===== config.mk =====
export PLATFORM = sky130hd
export DESIGN_NAME = sevseg_scan_ctrl
export DESIGN_NICKNAME = d
export VERILOG_FILES = /design/src/rtl/sevseg_pkg.sv /design/src/rtl/bcd_to_sevseg.sv /design/src/rtl/sevseg_scan_ctrl.sv
export SDC_FILE = /design/constraint.sdc
export NUM_CORES = 1
export LEC_CHECK = 0
export ABC_AREA = 1
export CORE_ASPECT_RATIO = 2
export CORE_MARGIN = 2
export CORE_UTILIZATION = 51
export DETAILED_ROUTE_END_ITERATION = 12
export GPL_TIMING_DRIVEN = 1
export PLACE_DENSITY = 0.83
export RECOVER_POWER = 25
export SLEW_MARGIN = 10
export SYNTH_ARGS = -nofsm -noshare
export SYNTH_HDL_FRONTEND = slang
export SYNTH_SLANG_ARGS = --single-unit

===== constraint.sdc =====
create_clock -name clk -period 1.4 [get_ports clk]
set_input_delay 0.28 -clock clk [delete_from_list [all_inputs] [get_ports clk]]
set_output_delay 0.28 -clock clk [all_outputs]
set_load 0.005 [all_outputs]

===== src/rtl/sevseg_pkg.sv =====
// Shared types and constants for the 7-segment scan controller and its decoder.
package sevseg_pkg;

  typedef enum logic {
    ST_BLANK = 1'b0,
    ST_SHOW  = 1'b1
  } state_t;

  localparam logic [3:0] BCD_BLANK = 4'hF;
  localparam logic [6:0] SEG_OFF   = 7'b1111111;
  localparam logic [3:0] AN_OFF    = 4'b1111;

endpackage


===== src/rtl/bcd_to_sevseg.sv =====
// Combinational BCD to common-anode 7-segment decoder, {g,f,e,d,c,b,a} active-low.
module bcd_to_sevseg
  import sevseg_pkg::*;
(
  input  logic [3:0] bcd_i,
  output logic [6:0] seg_o
);

  // Codes A-F are not digits, so they light nothing.
  always_comb begin
    seg_o = SEG_OFF;
    case (bcd_i)
      4'd0: seg_o = 7'b1000000;
      4'd1: seg_o = 7'b1111001;
      4'd2: seg_o = 7'b0100100;
      4'd3: seg_o = 7'b0110000;
      4'd4: seg_o = 7'b0011001;
      4'd5: seg_o = 7'b0010010;
      4'd6: seg_o = 7'b0000010;
      4'd7: seg_o = 7'b1111000;
      4'd8: seg_o = 7'b0000000;
      4'd9: seg_o = 7'b0010000;
      default: seg_o = SEG_OFF;
    endcase
  end

endmodule


===== src/rtl/sevseg_scan_ctrl.sv =====
// Double-buffered 4-digit 7-segment scan controller with inter-digit blanking.
// Optional leading-zero suppression is enabled by defining LEADING_ZERO_BLANK_EN.
module sevseg_scan_ctrl
  import sevseg_pkg::*;
#(
  parameter int unsigned SHOW_CYC  = 100000,
  parameter int unsigned BLANK_CYC = 1000,
  parameter int unsigned CNT_W     = 17
) (
  input  logic        clk,
  input  logic        rst_n,
  input  logic [15:0] digits_in,
  input  logic [3:0]  dp_in,
  input  logic        load,
  output logic [3:0]  anN,
  output logic [6:0]  segN,
  output logic        dpN,
  output logic        frame_tick
);

  localparam logic [CNT_W-1:0] SHOW_LAST  = CNT_W'(SHOW_CYC - 1);
  localparam logic [CNT_W-1:0] BLANK_LAST = CNT_W'(BLANK_CYC - 1);

  state_t           state_q;
  logic [1:0]       idx_q;
  logic [CNT_W-1:0] cnt_q;
  logic [15:0]      pend_q;
  logic [3:0]       pend_dp_q;
  logic [15:0]      act_q;
  logic [3:0]       act_dp_q;
  logic [3:0]       an_q;
  logic [3:0]       nib_q;
  logic             dpn_q;
  logic             tick_q;
  logic [3:0]       show_nib_d;

`ifdef LEADING_ZERO_BLANK_EN
  logic [3:0] lead_zero;

  // A digit is a leading zero when it and every digit to its left are zero.
  always_comb begin
    lead_zero    = 4'b0000;
    lead_zero[3] = (act_q[15:12] == 4'd0);
    lead_zero[2] = lead_zero[3] && (act_q[11:8] == 4'd0);
    lead_zero[1] = lead_zero[2] && (act_q[7:4] == 4'd0);
    show_nib_d   = lead_zero[idx_q] ? BCD_BLANK : act_q[{idx_q, 2'b00} +: 4];
  end
`else
  assign show_nib_d = act_q[{idx_q, 2'b00} +: 4];
`endif

  always_ff @(posedge clk or negedge rst_n) begin
    if (!rst_n) begin
      state_q   <= ST_BLANK;
      idx_q     <= 2'd0;
      cnt_q     <= '0;
      pend_q    <= 16'hFFFF;
      pend_dp_q <= 4'b0000;
      act_q     <= 16'hFFFF;
      act_dp_q  <= 4'b0000;
      an_q      <= AN_OFF;
      nib_q     <= BCD_BLANK;
      dpn_q     <= 1'b1;
      tick_q    <= 1'b0;
    end else begin
      tick_q <= 1'b0;
      if (load) begin
        pend_q    <= digits_in;
        pend_dp_q <= dp_in;
      end
      case (state_q)
        ST_BLANK: begin
          if (cnt_q == BLANK_LAST) begin
            state_q <= ST_SHOW;
            cnt_q   <= '0;
            an_q    <= ~(4'b0001 << idx_q);
            nib_q   <= show_nib_d;
            dpn_q   <= ~act_dp_q[idx_q];
          end else begin
            cnt_q <= cnt_q + 1'b1;
          end
        end
        ST_SHOW: begin
          if (cnt_q == SHOW_LAST) begin
            state_q <= ST_BLANK;
            cnt_q   <= '0;
            idx_q   <= idx_q + 2'd1;
            an_q    <= AN_OFF;
            nib_q   <= BCD_BLANK;
            dpn_q   <= 1'b1;
            // Frame boundary: a same-cycle load wins over the stale pending copy.
            if (idx_q == 2'd3) begin
              tick_q   <= 1'b1;
              act_q    <= load ? digits_in : pend_q;
              act_dp_q <= load ? dp_in : pend_dp_q;
            end
          end else begin
            cnt_q <= cnt_q + 1'b1;
          end
        end
        default: begin
          state_q <= ST_BLANK;
          cnt_q   <= '0;
        end
      endcase
    end
  end

  bcd_to_sevseg u_dec (
    .bcd_i (nib_q),
    .seg_o (segN)
  );

  assign anN        = an_q;
  assign dpN        = dpn_q;
  assign frame_tick = tick_q;

endmodule


==> flow_summary.yaml, run 1 <==
pwr:
  peakVddDrop_v: 0.000990
  internal-power_mw: 3.89
  power.switching_mw: 1.01
  swShare: 0.206
  comb_power_share: 0.043
  seqPwrFrac: 0.436
  p_leak_nw: 2.62
  power_density_nw_per_um2: 895
  p_total_mw: 4.90
  clockPowerShare: 0.521
global_route:
  gr-total-overflow: 0
  track_usage: 0.301
  grt_pass1_vias: 3726
  antenna_found_initial: 0
  grt_max_degree: 71
  grt_pass1_wl_mm: 17.4
sta:
  slew_viol_final: 0
  finalHoldViolCount: 0
  setup_viol: 54
  fmaxAchievable_mhz: 540
  period_share: 1.32
  skew_ps: 7.99
  fin_ws_ps: -453
  maxSlewHeadroom: 0.586
  worstMarginPinSlew_ps: 622
  rsz0062_at_grt: "yes"
  period_needed_ps: 1850
detailed_routing:
  drc_errors: 0
  drt_iter0_markers: 277
  wl_mm: 12.3
  vias: 3562
  viasPerCell: 5.83
  firstDrtPassIters: 5
  wl_per_cell_um: 20.1
  route.antenna.remaining_nets: 0
die:
  io_pins: 36
  die_x_um: 63.7
  row_count: 43
  start_util: 0.525
  coreArea_um2: 6940
  die_height_um: 123
  die_area_um2: 7870
layout:
  final_common_cell: "nand2_1"
  drive_above_1_share: 0.505
  nFillCells: 376
  num_antenna_cells: 0
  area_growth_pct: 50.4
  fin_nets: 549
  final_cell_mix: "nand2_1, buf_4, dfstp_2"
  fin_cells: 611
worst_setup_path:
  cp_cell_sequence: "inv_4 -> ha_4 -> nand2_4 -> inv_2 -> o21ai_2 -> buf_2"
  path_max_fanout: 4
  crit_slowest_cell: "dfstp_2"
  slowest_delay_ps: 550
  cp.arrival_ps: 1570
  crit_type: "flip-flop to primary output"
  crit_path_start_kind: "flip-flop"
  worstPathRequired_ps: 1120
  cp-end-kind: "primary output"
status:
  violations: "negative setup slack"
  status: "finished with violations"
cts:
  htree_levels: 3
  cts.sink_count: 70
  clk_pin_slew_ps: 50
  cts_tree: "done"
  worst_skew_pair.late_latency_ps: 350
  cts_buffer_depth: 2
  cts_buffers: 9
  cts_root_buf: "clkbuf_16"
yosys:
  synth.distinct_cells: 29
  syn_area_um2: 3640
  avgSynthCellArea_um2: 8.92
  synth-seq-area-share: 0.495
  synth.net_count: 441
  synth_edf_count: 0
  synth-async-reset-ratio: 1.00
  synth_cells: 408
  ys_ff_latch: 70
  yosysWarnings: 0
  ys.flop_type: "dfstp_2"
place:
  placed_cells: 570
  place_congestion: 0.882
  dpl.hpwl_mm: 6.35
  port_buffers: 35
min_path:
  hold_class: "flip-flop to flip-flop"
run:
  drv_cap: 0
per-stage QoR:
stage,area (um^2),utilization,TNS [ps],setup slack (ps),hold slack (ps)
3_5_place_dp,4450,0.642,-8460,-555,331
4_1_cts,5140,0.741,-5160,-390,469
2_1_floorplan,3660,-,-5.85,-5.85,-15.6
5_1_grt,5480,0.789,-14060,-479,480
6_report,5480,0.789,-10840,-453,474
3_3_place_gp,4450,0.642,-6390,-472,320
sequential cells by signal, indices dropped and copies added, names as in the netlist:
register    count
anN             4
pend_dp_q       4
dpN             1
nib_q           4
cnt_q          17
act_dp_q        4
frame_tick      1
act_q          16
idx_q           2
state_q         1
pend_q         16
power by group through the flow:
| stage | Clock (mW) | Combinational, mW | Sequential [mW] |
|---|---|---|---|
| after floorplan | 0 | 0.0836 | 2.16 |
| after global placement | 0 | 0.204 | 2.16 |
| after detailed placement | 0 | 0.211 | 2.17 |
| after CTS | 2.54 | 0.214 | 2.13 |
| after global routing | 2.64 | 0.229 | 2.14 |
| final | 2.55 | 0.210 | 2.14 |
layout make-up:
class                           count  area (um^2)  area share
Clock inverter                      6         81.3      0.0149
Clock buffer                       10          250      0.0457
Sequential cell                    70         1810       0.330
Inverter                           44          175      0.0320
Tap cell                           90          113      0.0206
Multi-Input combinational cell    282         2050       0.375
Timing Repair Buffer              109          997       0.182
final timing paths:
path / startpoint / to / slack [ps] / cells after the start
min: act_q[3] / act_q[3] / 470 / 2
min in group asynchronous: rst_n / cnt_q[16] / 570 / 3
max reg2reg: cnt_q[1] / act_q[7] / -240 / 10
max: nib_q[0] / segN[3] / -450 / 6
min reg2reg: act_q[3] / act_q[3] / 470 / 2
max in group asynchronous: rst_n / cnt_q[12] / 390 / 3
worst max-delay path, delay by kind of cell (launching register included):
family | cells | cell delay (ps)
AO/OA/AOI/OAI | 1 | 130
adder cells (fa/ha/maj) | 1 | 250
buffers and inverters | 3 | 230
flip-flops | 1 | 550
AND/OR/NAND/NOR | 1 | 60
repair_timing:
action / CTS / global route
gates resized for setup: 106 / 72
pin swaps: 38 / 34
endpoints found under the setup margin: 56 / 58
gates cloned: 5 / 1
endpoints found under the hold margin: 29 / 0
setup buffers: 10 / 10
hold buffers: 1 / 0
routing by layer:
metal	up-vias	GRT usage	part of all wire
li1	1542	-	-
met1	1730	0.259	0.30
met2	206	0.551	0.56
met3	84	0.0764	0.049
met4	0	0.276	0.083
met5	-	0	0
synthesized netlist by cell type, types with 2 or more instances:
library cell	instances	area, um^2
dfstp_2	41	1080
nor2_2	4	25.0
nand3_2	2	20.0
o21ai_0	13	65.1
ha_1	10	125
nand3_1	29	145
nor2_4	2	22.5
buf_6	4	45.0
inv_2	3	11.3
nand4_1	33	206
mux2_2	20	225
nor2_1	37	139
clkbuf_1	3	11.3
dfrtp_1	29	726
nand2_1	107	402
inv_1	39	146
xor2_1	11	96.3
nand3_4	2	35.0
buf_2	8	40.0
nand2_2	2	12.5
cell families (layout without fill, tap and decap cells):
family	count (synthesis)	count (layout)	synth area share
adder cells (fa/ha/maj)	10	10	0.0344
flip-flops	70	70	0.495
XOR/XNOR	12	12	0.0289
AND/OR/NAND/NOR	221	225	0.284
buffers and inverters	60	169	0.0742
multiplexers	20	20	0.0619
AO/OA/AOI/OAI	15	15	0.0213
No activity file was read; power rests on OpenSTA's default activity.
==> inputs of run 2 (changes only) <==
--- a/config.mk
+++ b/config.mk
@@ -8,10 +8,10 @@
 export ABC_AREA = 1
 export CORE_ASPECT_RATIO = 2
 export CORE_MARGIN = 2
-export CORE_UTILIZATION = 51
+export CORE_UTILIZATION = 45
 export DETAILED_ROUTE_END_ITERATION = 12
 export GPL_TIMING_DRIVEN = 1
-export PLACE_DENSITY = 0.83
+export PLACE_DENSITY = 0.76
 export RECOVER_POWER = 25
 export SLEW_MARGIN = 10
 export SYNTH_ARGS = -nofsm -noshare
==> run 2 against run 1 <==
- count of clock-buffer cells in the layout unchanged
- clock skew fell by 1.3 ps
- sequential share of layout area rose by 0.11 points
- utilization decreased by 9.7 points
- sequential power about the same
- global-route usage shrank 4.8 points
- first-iteration DRC count is 32% lower
- cell count increased by 2.5%
- power decreased by 10%
- combinational power about the same
- the run still ends with negative setup slack left
- largest power group is now sequential cells
==> flow_summary.yaml, run 2 (synthesis results as in run 1) <==
detailed_routing:
  vias: 3384
  drt_iter0_markers: 189
  viasPerCell: 5.41
  route.antenna.remaining_nets: 0
  firstDrtPassIters: 4
  wl_mm: 10.8
  wl_per_cell_um: 17.3
  drc_errors: 0
worst_setup_path:
  cp_top_family: "flip-flops"
  crit_slowest_cell: "dfstp_2"
  cp_common_cell: "o21ai_1"
  cp.arrival_ps: 1530
  crit_path_start_kind: "flip-flop"
  crit_type: "flip-flop to primary output"
  cp_cell_sequence: "inv_4 -> ha_4 -> a21oi_2 -> o21ai_1 -> o21ai_1 -> buf_2"
  cp-end-kind: "primary output"
  cp.buffers_inverters: 2
  r2r-start: "cnt_q[0]"
  path_max_fanout: 4
  worstPathRequired_ps: 1120
  crit_start: "nib_q[0]"
  slowest_delay_ps: 560
place:
  dpl.hpwl_mm: 6.39
  port_buffers: 35
  place_congestion: 0.854
die:
  die_height_um: 131
  coreArea_um2: 7890
  row_count: 46
  start_util: 0.462
  io_pins: 36
  die_x_um: 67.6
  die_area_um2: 8870
sta:
  skew_ps: 6.69
  slew_viol_final: 0
  whs_ps: 467
  fin_ws_ps: -408
  finalHoldViolCount: 0
  fmaxAchievable_mhz: 553
  period_share: 1.29
  setup_viol: 51
  rsz0062_at_grt: "yes"
  period_needed_ps: 1810
  worstMarginPinSlew_ps: 820
  maxSlewHeadroom: 0.453
layout:
  largest_reg_flops: 17
  fin_nets: 558
  nFillCells: 536
  num_antenna_cells: 0
  final_common_cell: "nand2_1"
  reg_top3: "cnt_q x17, act_q x16, pend_q x16"
  drive_above_1_share: 0.487
  area_growth_pct: 49.8
  regMostFlops: "cnt_q"
  seq_area_um2: 1810
  multiInputGateArea_um2: 1970
  final_cell_mix: "nand2_1, buf_4, dfstp_2"
global_route:
  antenna_found_initial: 0
  grt_pass1_wl_mm: 16.7
  grt_pass1_vias: 3523
  grt_max_degree: 42
  gr-total-overflow: 0
  track_usage: 0.253
min_path:
  hp-start: "act_q[15]"
  hold_class: "flip-flop to flip-flop"
pwr:
  peakVddDrop_v: 0.00105
  p_leak_nw: 2.64
  power_density_nw_per_um2: 807
  p_total_mw: 4.40
cts:
  cts_root_buf: "clkbuf_16"
  htree_levels: 3
  cts_tree: "done"
  cts_buffers: 9
  cts.sink_count: 70
  worst_skew_pair.late_latency_ps: 340
  cts_buffer_depth: 2
  clk_pin_slew_ps: 60
status:
  violations: "negative setup slack"
  status: "finished with violations"
run:
  drv_cap: 0
run 2: changes by cell type in the layout (fill, tap and decap cells not counted), sizes merged:
| cell | delta |
|---|---|
| buf | +6 |
| bufinv | -2 |
| clkbuf | +3 |
| clkinv | +1 |
| clkinvlp | +2 |
| inv | -1 |
run 2: repair_timing:
action,4_1_cts,5_1_grt
gates cloned,6,1
hold buffers,1,0
pin swaps,44,36
setup endpoints to repair,56,57
setup buffers,12,10
hold endpoints to repair,3,0
gates resized for setup,111,56
run 2: power by group:
group	internal, mW	switching, mW	leakage (nW)
sequential	2.12	0.0135	0.788
clock	1.19	0.870	0.128
combinational	0.118	0.0905	1.72
run 2: metrics by stage:
step	util	setup WS [ps]	setup TNS, ps	std cells	instance area (um^2)
final	0.692	-408	-11980	626	5450
after global routing	0.692	-464	-20450	626	5450
after CTS	0.658	-396	-6560	617	5190
after floorplan	-	-5.85	-5.85	408	3660
after global placement	0.573	-497	-6430	583	4510
after detailed placement	0.573	-572	-8040	583	4510
run 2: area by class of cell:
| cell class | count | area share |
|---|---|---|
| clock buffers | 10 | 0.0420 |
| flip-flops and latches | 70 | 0.331 |
| well taps | 96 | 0.0220 |
| multi-input cells | 282 | 0.362 |
| repair buffers | 118 | 0.204 |
| inverters | 44 | 0.0321 |
| clock inverters | 6 | 0.00711 |
run 2: final timing paths:
| kind | to | slack (ps) | cells after the start |
|---|---|---|---|
| worst max-delay path | segN[4] | -410 | 6 |
| min in group asynchronous | pend_dp_q[3] | 550 | 2 |
| max in group asynchronous | pend_q[10] | 60 | 3 |
| worst min-delay path | act_q[15] | 470 | 2 |
| worst max register to register | act_q[7] | -330 | 10 |
| worst min register to register | act_q[15] | 470 | 2 |
run 2: tightest hold or removal path: stages (launching register included):
cell     delay [ps]
dfstp_2         370
nand2_1          50
nand2_1          40
run 2: routing by layer:
metal,global-route usage,wire length (um)
met5,0,0
met4,0.187,682
met3,0.0497,424
met2,0.432,6210
met1,0.257,3530
==> inputs of run 3 (changes only) <==
--- a/config.mk
+++ b/config.mk
@@ -11,7 +11,7 @@
 export CORE_UTILIZATION = 45
 export DETAILED_ROUTE_END_ITERATION = 12
 export GPL_TIMING_DRIVEN = 1
-export PLACE_DENSITY = 0.76
+export PLACE_DENSITY_LB_ADDON = 0.3
 export RECOVER_POWER = 25
 export SLEW_MARGIN = 10
 export SYNTH_ARGS = -nofsm -noshare
==> run 3 against run 2 <==
- power is 3.7% higher
- utilization is 1.5 points higher
- clock skew is 2.9 ps higher
- maximum frequency is 0.19% higher
- design area is 2.1% higher
- largest power group is now clock
- critical path depth stayed put
- setup slack better by 3.5 ps
- critical endpoint unchanged
- die area stayed put
- via count is 2.1% higher
- sequential power hardly changed
- routed wire length is 7.0% higher
- the run still ends with negative setup slack left
- critical path type unchanged
- clock power is 8% higher
==> flow_summary.yaml, run 3 (synthesis results as in run 1) <==
detailed_routing:
  wl_per_cell_um: 18.6
  drt_iter0_markers: 261
  wl_mm: 11.6
  firstDrtPassIters: 7
  route.antenna.remaining_nets: 0
  vias: 3454
  drc_errors: 0
  viasPerCell: 5.53
cts:
  clk_pin_slew_ps: 50
  cts_buffer_depth: 2
  htree_levels: 3
  worst_skew_pair.late_latency_ps: 340
  cts.sink_count: 70
  cts_tree: "done"
  cts_buffers: 9
  cts_root_buf: "clkbuf_16"
sta:
  period_needed_ps: 1800
  skew_ps: 9.57
  slew_viol_final: 0
  whs_ps: 455
  period_share: 1.29
  worstMarginPinSlew_ps: 646
  maxSlewHeadroom: 0.569
  fmaxAchievable_mhz: 554
  setup_viol: 53
  finalHoldViolCount: 0
  rsz0062_at_grt: "yes"
  fin_ws_ps: -404
  fin_tns_setup_ps: -10110
worst_setup_path:
  worstPathRequired_ps: 1120
  r2r_setup_slack_ps: -250
  cp-end-kind: "primary output"
  reg2regPathDepth: 8
  crit_start: "nib_q[0]"
  crit_end: "segN[4]"
  cp.arrival_ps: 1520
  crit_path_start_kind: "flip-flop"
  r2r-start: "cnt_q[4]"
  crit_type: "flip-flop to primary output"
  rr_endpoint: "act_dp_q[1]"
  path_max_fanout: 3
global_route:
  antenna_found_initial: 0
  grt_pass1_vias: 3547
  grt_pass1_wl_mm: 17.2
  track_usage: 0.260
  grt_max_degree: 71
  gr-total-overflow: 0
pwr:
  clockPowerShare: 0.488
  seqPwrFrac: 0.468
  p_leak_nw: 2.68
  power_density_nw_per_um2: 819
  peakVddDrop_v: 0.000903
  p_total_mw: 4.56
  comb_power_share: 0.044
  power.switching_uw: 955
  swShare: 0.209
  internal-power_mw: 3.61
die:
  io_pins: 36
  coreArea_um2: 7890
  die_height_um: 131
  row_count: 46
  die_area_um2: 8870
  start_util: 0.462
  die_x_um: 67.6
layout:
  final_cell_mix: "nand2_1, buf_4, dfstp_2"
  drive_above_1_share: 0.526
  final_common_cell: "nand2_1"
  fin_nets: 557
  largest_reg_flops: 17
  fin_area_um2: 5570
  postLayoutCoreUtil: 0.706
  regMostFlops: "cnt_q"
  nFillCells: 508
  reg_top3: "cnt_q x17, act_q x16, pend_q x16"
  multiInputGateArea_um2: 2060
  num_antenna_cells: 0
  area_growth_pct: 53.0
  seq_area_um2: 1810
  fin_cells: 625
run:
  drv_cap: 0
place:
  placed_cells: 577
  place_ws_ps: -511
  dpl.hpwl_mm: 6.13
  port_buffers: 35
  place_congestion: 0.897
  placed_cell_area_um2: 4470
status:
  status: "finished with violations"
  violations: "negative setup slack"
min_path:
  hold_class: "flip-flop to flip-flop"
  hp-start: "act_q[5]"
  min_path_cells: 2
-- run 3: power by group through the flow --
stage	Clock [mW]	Combinational (mW)	Sequential [mW]
floorplan	0	0.0836	2.16
global placement	0	0.203	2.16
detailed placement	0	0.207	2.17
CTS	2.21	0.211	2.13
global route	2.32	0.227	2.14
finish	2.23	0.203	2.13
-- run 3: final cells by class --
type,instances,area share
multi-input cells,282,0.369
repair buffers,117,0.202
clock buffers,12,0.0425
well taps,96,0.0216
clock inverters,4,0.00854
flip-flops and latches,70,0.324
inverters,44,0.0315
-- run 3: worst max-delay path: stages, from the launching register on --
cell and delay (ps):
dfstp_2 560, inv_4 60, ha_4 160, a21oi_2 130
o21ai_1 80, o21ai_1 70, buf_2 120
-- run 3: how the worst min path moves through the flow --
| stage | slack [ps] | end |
|---|---|---|
| 2_1_floorplan | -20 | act_dp_q[0] |
| 3_3_place_gp | 330 | cnt_q[14] |
| 3_5_place_dp | 330 | pend_dp_q[2] |
| 4_1_cts | 470 | act_q[12] |
| 5_1_grt | 480 | act_q[5] |
| 6_report | 460 | act_q[5] |
-- run 3: what timing repair did --
| action | in CTS | in global routing |
|---|---|---|
| pin swaps | 43 | 41 |
| hold buffers | 1 | 0 |
| setup endpoints to repair | 60 | 56 |
| resized for setup | 128 | 73 |
| setup buffers | 15 | 12 |
| endpoints found under the hold margin | 29 | 0 |
| cloned | 9 | 1 |
-- run 3: per-layer routing --
metal	global-route usage	wire, um	part of all wire	vias up
li1	-	-	-	1566
met1	0.256	3630	0.31	1660
met3	0.0377	486	0.042	74
met2	0.465	6480	0.56	154
met5	0	0	0	-
met4	0.180	1000	0.086	0
